===== src/rtl/bitbakery_tx_scheduler.sv =====
// Frame sequencer for the status/map serial link: snapshots the game state once
// per frame and feeds it byte by byte to the UART TX core, then idles for a gap.
module bitbakery_tx_scheduler #(
    parameter int          MAP_BYTES  = 64,
    parameter int          GAP_CYCLES = 50000,
    parameter logic [7:0]  SYNC_BYTE  = 8'hFF
) (
    input  logic                   clock,
    input  logic                   reset_in,
    input  logic                   enable,
    input  logic [7:0]             D0,
    input  logic [7:0]             D1,
    input  logic [7:0]             D2,
    input  logic [8*MAP_BYTES-1:0] map_obstacles,
    input  logic [8*MAP_BYTES-1:0] map_objectives,
    input  logic                   tx_ready,
    output logic                   tx_start,
    output logic [7:0]             tx_data,
    output logic                   frame_busy,
    output logic                   frame_done,
    output logic [3:0]             db_estado
);

    localparam int         FRAME_LEN = 4 + 2 * MAP_BYTES;
    localparam logic [7:0] LAST_IDX  = 8'(FRAME_LEN - 1);
    localparam int         GW        = (GAP_CYCLES > 1) ? $clog2(GAP_CYCLES) : 1;
    localparam logic [GW-1:0] GAP_LAST = GW'(GAP_CYCLES - 1);

    typedef enum logic [2:0] {
        S_IDLE = 3'd0,
        S_LOAD = 3'd1,
        S_SEND = 3'd2,
        S_HOLD = 3'd3,
        S_WAIT = 3'd4,
        S_DONE = 3'd5,
        S_GAP  = 3'd6
    } state_e;

    state_e                 state_q, state_d;
    logic [7:0]             idx_q, idx_d;
    logic [GW-1:0]          gap_q, gap_d;
    logic [7:0]             d0_q, d1_q, d2_q;
    logic [8*MAP_BYTES-1:0] obs_q, obj_q;
    logic [7:0]             byte_sel;

    always_ff @(posedge clock or negedge reset_in) begin
        if (!reset_in) begin
            state_q <= S_IDLE;
            idx_q   <= '0;
            gap_q   <= '0;
            d0_q    <= '0;
            d1_q    <= '0;
            d2_q    <= '0;
            obs_q   <= '0;
            obj_q   <= '0;
        end else begin
            state_q <= state_d;
            idx_q   <= idx_d;
            gap_q   <= gap_d;
            // The whole frame is taken from this one capture, so sources may change freely afterwards.
            if (state_q == S_LOAD) begin
                d0_q  <= D0;
                d1_q  <= D1;
                d2_q  <= D2;
                obs_q <= map_obstacles;
                obj_q <= map_objectives;
            end
        end
    end

    always_comb begin
        state_d = state_q;
        idx_d   = idx_q;
        gap_d   = gap_q;
        unique case (state_q)
            S_IDLE: if (enable) state_d = S_LOAD;
            S_LOAD: begin
                idx_d   = '0;
                state_d = S_SEND;
            end
            S_SEND: if (tx_ready) state_d = S_HOLD;
            // UART drops tx_ready one cycle late; skip that cycle so we never double-fire.
            S_HOLD: state_d = S_WAIT;
            S_WAIT: begin
                if (tx_ready) begin
                    if (idx_q == LAST_IDX) begin
                        state_d = S_DONE;
                    end else begin
                        idx_d   = idx_q + 8'd1;
                        state_d = S_SEND;
                    end
                end
            end
            S_DONE: begin
                gap_d   = '0;
                state_d = enable ? S_GAP : S_IDLE;
            end
            S_GAP: begin
                if (!enable) begin
                    state_d = S_IDLE;
                end else if (gap_q == GAP_LAST) begin
                    state_d = S_LOAD;
                end else begin
                    gap_d = gap_q + 1'b1;
                end
            end
            default: state_d = S_IDLE;
        endcase
    end

    always_comb begin
        byte_sel = '0;
        unique case (idx_q)
            8'd0:    byte_sel = SYNC_BYTE;
            8'd1:    byte_sel = d0_q;
            8'd2:    byte_sel = d1_q;
            8'd3:    byte_sel = d2_q;
            default: byte_sel = '0;
        endcase
        for (int k = 0; k < MAP_BYTES; k++) begin
            if (idx_q == 8'(4 + k))             byte_sel = obs_q[8*k +: 8];
            if (idx_q == 8'(4 + MAP_BYTES + k)) byte_sel = obj_q[8*k +: 8];
        end
    end

    always_comb begin
        tx_start   = (state_q == S_SEND) && tx_ready;
        tx_data    = (state_q == S_SEND || state_q == S_HOLD || state_q == S_WAIT) ? byte_sel : 8'h00;
        frame_busy = (state_q == S_LOAD) || (state_q == S_SEND) || (state_q == S_HOLD) ||
                     (state_q == S_WAIT) || (state_q == S_DONE);
        frame_done = (state_q == S_DONE);
        db_estado  = {1'b0, state_q};
    end

endmodule


===== config.mk =====
export PLATFORM = sky130hd
export DESIGN_NAME = bitbakery_tx_scheduler
export DESIGN_NICKNAME = d
export VERILOG_FILES = /design/src/rtl/bitbakery_tx_scheduler.sv
export SDC_FILE = /design/constraint.sdc
export NUM_CORES = 2
export LEC_CHECK = 0
export ABC_AREA = 1
export CORE_AREA = 3 3 416 418
export DETAILED_ROUTE_END_ITERATION = 8
export DIE_AREA = 0 0 419 421
export PLACE_DENSITY_LB_ADDON = 0.05
export RECOVER_POWER = 50
export SKIP_CTS_REPAIR_TIMING = 1
export SLEW_MARGIN = 20
export SYNTH_ARGS = -nofsm -noshare
export SYNTH_HDL_FRONTEND = slang
export SYNTH_SLANG_ARGS = --single-unit

===== constraint.sdc =====
create_clock -name clock -period 13.6 [get_ports clock]
set_input_delay 2.72 -clock clock [delete_from_list [all_inputs] [get_ports clock]]
set_output_delay 2.72 -clock clock [all_outputs]
set_load 0.02 [all_outputs]

==> metrics <==
outcome finished with violations; failing checks capacitance limit, slew limit, setup timing; Critical Path RT 10.88 ns; Max Used Layer met5; reg-to-reg startpoint state_q[0]; Syn. warnings 0; RSZ-0062 raised after global routing yes; instance area at placement 66900 sq um; setup violators final 5; number of global-route vias before repair 51838; Sw Ratio 40.5%; Core ar. 169000 sq um; WL met2 113000 um; # IOs 1067; ys flop type dfrtp_1; PortBufs 1065; final hold violations 0; proportion of netlist area held by the largest area contributor 50.3%; total power 15.0 mW; clock buffer depth 3; Final GP Congestion 0.928; minimum clock period 14.31 ns; post-layout net count 9913; Post-Synthesis Cell Area 53500 sq um; Slowest-stage cell, CP dfrtp_1; max frequency 69.9 MHz; max incr delay on CP 0.40 ns; Yosys cell types 39; Max H-tree Level 4; via count of the routed design 51963; Die Footprint 176000 sq um; relative slew slack -258%; syn nets 8884; Leak 36.9 nW; period utilization 105%; Antenna Nets Post-Route 0; skew final 0.0250 ns; Initial Util 31.6%; GR Overflow Total 0; Worst path most repeated cell nand2_1; clock latency on the worst-skew pair 0.76 ns; Int Power 8.94 mW; Worst R2R End obs_q[348]; Metal-1 WL 98700 um; CTS root buf clkbuf_16; R2R Setup Slk 1.11 ns; Worst Hold Margin 0.461 ns; CTS tree yes; DPL Wire Length 178000 um; sequential share of power 38.7%; Reg2Reg Depth 9; metal3 WL 9520 um; Power Dens Cells 208 nW/um^2; chip width 419 um; Finished Cell Area 72100 sq um; row cnt 151; Clk pin slew, worst setup/hold paths 0.06 ns; CP Capture Point tx_data[4]; vias per cell 4.63; Crit Path Class reg -> out; Hold/Removal Path Class reg -> reg; layout cells sized above 1 7.69%; EDFF count, synth 0; Post-synth ARST share 100%; CP Launch Point idx_q[0]; Setup WS pre-CTS -0.996 ns; Comb pwr share 37.2%; Critical Path Sink Type output port; register area share after synthesis 50.3%; clock sinks 1075; cts bufs inserted 134; worst slew pin tran 5.36 ns; final worst slack -0.715 ns; Cells after Synth 7827; Synth area leaders dfrtp_1, nand2_1, inv_1, nor2_1, clkbuf_1; largest net degree at the start of global routing 205; syn_area_per_cell 6.84 sq um; net load switching power 6.09 mW; critical-path maximum fanout 7; Iter 0 DRT Violations 3927; first-pass GRT wire length 339000 um; Area growth, synth to finish 34.8%; per-cell routed wire length 20.8 um; Synth area leader dfrtp_1; setup tns final -1.62 ns; DRT Wirelength 234000 um; max-cap violations 19; Detailed Routing Iterations Pass 1 8; VDD IR max 0.157 mV; GRT Total Usage 25.8%; count of final max-slew check failures 1867; Clk pwr share 24.1%; initial antenna violation count 99; worst path arrival time 11.59 ns; startpoint types flop; number of synthesized register bits 1075; # DRC 0; Die Ht 421 um
## cells in the mapped netlist (all sizes together), types with 2 or more instances
cell,count
nand4,20
buf,14
or2,97
clkinv,10
ha,5
dfrtp,1075
inv,566
clkbuf,314
nand2,4697
o31ai,2
a31oi,2
nor2,431
nor4,2
nand3b,3
o21ai,240
nand3,94
nor3,18
a21oi,218
o211ai,9
## cell usage in the layout (no fill, tap or decap), types with 3 or more instances in the layout
cell type,Yosys,routed
nand2_1,4693,4539
dfrtp_1,1075,1075
clkdlybuf4s50_1,0,1027
inv_1,551,546
nor2_1,417,414
o21ai_0,218,216
a21oi_1,218,211
nand2_2,3,156
clkbuf_16,0,138
buf_4,1,131
or2_2,95,95
nand3_1,94,73
diode_2,0,64
clkbuf_1,314,37
dlygate4sd3_1,0,29
clkbuf_8,0,26
nand4_1,20,20
nand3_2,0,20
inv_2,15,19
nor3_1,18,18
clkinv_2,0,17
o21ai_1,22,15
nor2_4,7,13
clkinv_1,10,10
o211ai_1,9,9
bufinv_16,0,9
buf_6,2,9
a21oi_2,0,7
o21ai_2,0,6
inv_6,0,5
buf_12,0,5
clkbuf_2,0,5
nor2_2,7,4
ha_4,0,4
o21ai_4,0,3
nand3b_1,3,3
clkinv_8,0,3
## flip-flops by register name, indices dropped and copies added (netlist names)
name,flops
obj_q,512
obs_q,512
gap_q,16
d0_q,8
d1_q,8
d2_q,8
idx_q,8
state_q,3
## through the flow
| step | util, % | std cells |
|---|---|---|
| final | 42.6 | 11229 |
| after detailed placement | 39.5 | 10925 |
| after global routing | 42.5 | 11220 |
| after global placement | 39.5 | 10925 |
| after CTS | 42.1 | 11152 |
| after floorplan | - | 7827 |
## power groups by stage
stage               logic (mW)  registers [mW]  clock network [mW]
global route              6.42            5.97                3.84
finish                    5.59            5.81                3.62
global placement          5.25            5.82                   0
floorplan                 3.44            5.39                   0
CTS                       5.33            5.78                3.72
detailed placement        5.32            5.81                   0
## layout make-up
class	instances	area [sq um]
antenna	64	160
sequential	1075	26900
tap	2218	2780
multi-input combinational	5848	23900
timing repair buffer	1221	11900
inverter	576	2160
clock inverter	38	493
fill	18052	97400
clock buffer	189	3910
## metal layers
metal | global-route usage (%) | vias up
li1 | - | 25639
met1 | 32.7 | 24509
met2 | 42.3 | 1396
met3 | 3.26 | 417
met4 | 15.0 | 2
met5 | 0 | -
## critical path: cells and delay by family (launching register included)
| family | cells | cell delay, ns |
|---|---|---|
| buf+inv | 5 | 0.54 |
| fa+ha+maj | 1 | 0.14 |
| simple gates | 130 | 8.99 |
| flops | 1 | 0.40 |
| compound gates | 6 | 0.82 |
## kinds of logic (layout without fill, tap and decap cells)
logic type                 after synthesis  count (layout)  synth area share [%]
and+or+nand+nor                       5363            5363                  38.6
DFF                                   1075            1075                  50.3
buffers and inverters                  904            2024                  6.40
AOI/OAI and AO/OA                      478             478                  4.57
adders and majority gates                5               5                 0.117
other                                    1              65               0.00701
muxes                                    1               1                0.0210
## worst min-delay path by stage
stage / end / cells past startpoint / startpoint / slack [ns]
5_1_grt: obj_q[366] / 2 / obj_q[366] / 0.48
3_5_place_dp: obj_q[285] / 2 / obj_q[285] / 0.45
6_report: obj_q[414] / 2 / obj_q[414] / 0.46
4_1_cts: obj_q[285] / 2 / obj_q[285] / 0.47
2_1_floorplan: obj_q[19] / 2 / obj_q[19] / 0.43
3_3_place_gp: obs_q[165] / 2 / obs_q[165] / 0.45
Note: power is estimated with default switching activity, not from simulation.
